## src/rtl/test2_en_reg.sv

```systemverilog
// Enable register: WIDTH-bit D flop that loads D_IN when EN is high, holds otherwise.
// Latency: one CLK rising edge from D_IN/EN to D_OUT; synchronous active-low reset has priority over EN.
// Backpressure: none; EN is the only qualifier. Optional macro TEST2_CLOCK_GATING_EN swaps the feedback mux for a latch-based clock gate.
module test2_en_reg #(
  parameter int          WIDTH       = 8,
  parameter logic [63:0] RESET_VALUE = 64'h0
) (
  input  logic             CLK,
  input  logic             RST_N,
  input  logic [WIDTH-1:0] D_IN,
  input  logic             EN,
  output logic [WIDTH-1:0] D_OUT
);

  // Reset value cut down to the register width.
  localparam logic [WIDTH-1:0] RST_VAL = RESET_VALUE[WIDTH-1:0];

  logic [WIDTH-1:0] data_q;

`ifdef TEST2_CLOCK_GATING_EN

  // Gate enable; reset forces the gate open so the reset value can be loaded.
  logic gate_en;
  logic gate_q;
  logic gclk;

  assign gate_en = EN | ~RST_N;

  // Latch is transparent while CLK is low, so enable changes during the high phase cannot chop the pulse.
  always_latch begin
    if (!CLK) begin
      gate_q <= gate_en;
    end
  end

  assign gclk = CLK & gate_q;

  // Data flops load unconditionally on every gated-clock edge.
  always_ff @(posedge gclk) begin
    if (!RST_N) begin
      data_q <= RST_VAL;
    end else begin
      data_q <= D_IN;
    end
  end

`else

  // Free-running clock with a feedback mux holding the value when EN is low.
  always_ff @(posedge CLK) begin
    if (!RST_N) begin
      data_q <= RST_VAL;
    end else begin
      data_q <= EN ? D_IN : data_q;
    end
  end

`endif

  // Output comes straight from the flops: no combinational path from D_IN or EN.
  assign D_OUT = data_q;

endmodule

```

## config.mk

```make
export PLATFORM = sky130hd
export DESIGN_NAME = test2_en_reg
export DESIGN_NICKNAME = d
export VERILOG_FILES = /design/src/rtl/test2_en_reg.sv
export SDC_FILE = /design/constraint.sdc
export NUM_CORES = 1
export LEC_CHECK = 0
export CAP_MARGIN = 20
export CELL_PAD_IN_SITES_DETAIL_PLACEMENT = 2
export CELL_PAD_IN_SITES_GLOBAL_PLACEMENT = 2
export CORE_AREA = 2 2 39 41
export CTS_CLUSTER_SIZE = 25
export DETAILED_ROUTE_END_ITERATION = 8
export DIE_AREA = 0 0 41 43
export DONT_BUFFER_PORTS = 1
export GPL_TIMING_DRIVEN = 0
export PLACE_DENSITY_LB_ADDON = 0.08
export SETUP_SLACK_MARGIN = 0.02
export SYNTH_ARGS = -nofsm -noshare
export SYNTH_HDL_FRONTEND = slang
export SYNTH_SLANG_ARGS = --single-unit
```

## constraint.sdc

```tcl
create_clock -name CLK -period 0.8 [get_ports CLK]
set_input_delay 0.16 -clock CLK [delete_from_list [all_inputs] [get_ports CLK]]
set_output_delay 0.16 -clock CLK [all_outputs]
set_load 0.05 [all_outputs]
```

==> results.json <==
{
  "outcome": "finished with violations",
  "violations": "setup timing",
  "num-fill-cells": 158,
  "clkTransAtPathRegs_ps": 60,
  "multi_input_area_um2": 130,
  "setup_violations": 8,
  "cts-root-buf": "clkbuf_4",
  "port_buffers": 0,
  "dieArea_um2": 1760,
  "slew_violations": 0,
  "grt_pass1_wl_um": 890,
  "viasPerCell": 4.41,
  "cp_max_fo": 2,
  "cp-start-kind": "flip-flop",
  "syn_area_um2": 302,
  "vias": 194,
  "p_total_mw": 0.878,
  "worst_pin_slew_ps": 142,
  "synthTopCellsByArea": "dfxtp_1, mux2i_1, nor2b_1, buf_6",
  "worstPathRequired_ps": 640,
  "gp_congestion": 0.496,
  "drc": 0,
  "fin_area_um2": 374,
  "cp-endpoint": "D_OUT[2]",
  "critical_path_class": "reg -> out",
  "initial_core_util_pct": 21.8,
  "firstDrtPassIters": 2,
  "end_kind": "primary output",
  "crit_start": "D_OUT[2]",
  "core_area_um2": 1380,
  "synth_area_per_cell_um2": 12.1,
  "clk_latency_ps": 250,
  "wl_um": 626,
  "seq_area_frac_synth_pct": 53.1,
  "p_leak_nw": 0.152,
  "reg2reg_depth": 2,
  "synth.top_cell.area_share_pct": 53.1,
  "layout_common_cells": "dfxtp_4, mux2i_1, nor2b_1",
  "fin_worst_skew_ps": 0,
  "regArea_um2": 190,
  "pre_cts_ws_ps": -22.6,
  "row_count": 14,
  "htree_levels": 1,
  "grt_use_total_pct": 8.64,
  "drive_above_1_share_pct": 42.9,
  "post_cts_buffers": 0,
  "layout.nets": 41,
  "r2r_start": "D_OUT[2]",
  "dpl_cell_area_um2": 332,
  "switching_share_pct": 29.2,
  "num_antenna_cells": 0,
  "drtAntennaViolNets": 0,
  "min-delay-start": "RST_N",
  "synth_area_leader_cell": "dfxtp_1",
  "grt_max_degree": 9,
  "ys_types": 4,
  "synthCells": 25,
  "synthesis.nets": 36,
  "setup_ws_ps": -47.4,
  "hold_viol_final": 0,
  "power_density_nw_per_um2": 2350,
  "r2r_slack_ps": 70,
  "drv_cap": 0,
  "r2r_end": "D_OUT[2]",
  "cts_tree": "done",
  "antenna_found_initial": 0,
  "pwr-share-comb_pct": 6.5,
  "hp-class": "in -> reg",
  "wl_per_cell_um": 14.2,
  "fin_crit_ps": 847,
  "period_share_pct": 106,
  "relSlewSlack_pct": 90.3,
  "gr-total-overflow": 0,
  "area_growth_pct": 24.1,
  "grt_pass1_vias": 218,
  "numCtsBuffers": 3,
  "vdd_drop_max_uv": 558,
  "cts_num_sinks": 8,
  "largest_reg_flops": 8,
  "die_x_um": 41,
  "ys_warn_count": 0,
  "drtIter0Drc": 1,
  "io_pins": 19,
  "ys_seq_elements": 8,
  "p_switching_mw": 0.256,
  "fin_tns_setup_ps": -360,
  "fmax_mhz": 1180,
  "die_h_um": 43,
  "worstPathArrival_ps": 690,
  "cts_buffer_depth": 2,
  "internal-power_mw": 0.622,
  "cp.depth": 0,
  "clockPowerShare_pct": 35.0,
  "rsz0062_at_grt": "true",
  "seqPwrFrac_pct": 58.5
}
[cells by family (layout without fill, tap and decap cells)]
kind of cell           after synthesis  after routing  synth area share, %
multiplexers                         8              8                 26.6
buffers and inverters                1              4                 3.73
AND/OR/NAND/NOR                      8              8                 16.6
flip-flops                           8              8                 53.1
[how the worst min path moves through the flow]
stage          cells past startpoint  endpoint  slack, ps
2_1_floorplan                      1  D_OUT[0]        290
3_3_place_gp                       1  D_OUT[0]        290
3_5_place_dp                       1  D_OUT[6]        300
4_1_cts                            1  D_OUT[7]         30
5_1_grt                            1  D_OUT[1]         30
6_report                           1  D_OUT[5]         40
[worst reg2reg max path: cells and delay by family (launching register included)]
family | cells | cell delay (ps)
simple gates | 1 | 70
flops | 1 | 400
mux | 1 | 160
[final cells by class]
class                           count  area share (%)
Sequential cell                     8            50.8
Multi-Input combinational cell     16            34.8
Clock buffer                        3            6.02
Tap cell                           16            5.35
Buffer                              1            3.01
[what timing repair did]
action / in CTS / in global routing
hold buffers: 0 / 0
setup endpoints to repair: 16 / 8
gates resized for setup: 8 / 0
hold endpoints to repair: 0 / 0
[power by group through the flow]
stage               logic, mW  clock network (mW)  registers [mW]
finish                 0.0575               0.307           0.513
global route           0.0645               0.359           0.517
CTS                    0.0590               0.330           0.515
detailed placement     0.0593                   0           0.536
global placement       0.0552                   0           0.535
floorplan              0.0517                   0           0.531
[Yosys cell counts]
master / n
nor2b_1: 8
dfxtp_1: 8
buf_6: 1
mux2i_1: 8
[per-layer routing]
metal  global-route usage [%]  routed length (um)  vias up
met5                        0                   0        -
met3                     4.19                  86        0
met1                     8.39                 200       88
met4                     8.00                   0        0
li1                         -                   -       91
met2                     12.5                 339       15
[metrics by stage]
stage               utilization, %  instances  hold WS, ps
detailed placement            24.0         41          296
global placement              24.0         41          290
CTS                           27.0         44         30.0
floorplan                        -         25          288
finish                        27.0         44         40.1
global route                  27.0         44         29.7
(Power assumes the default switching activity.)
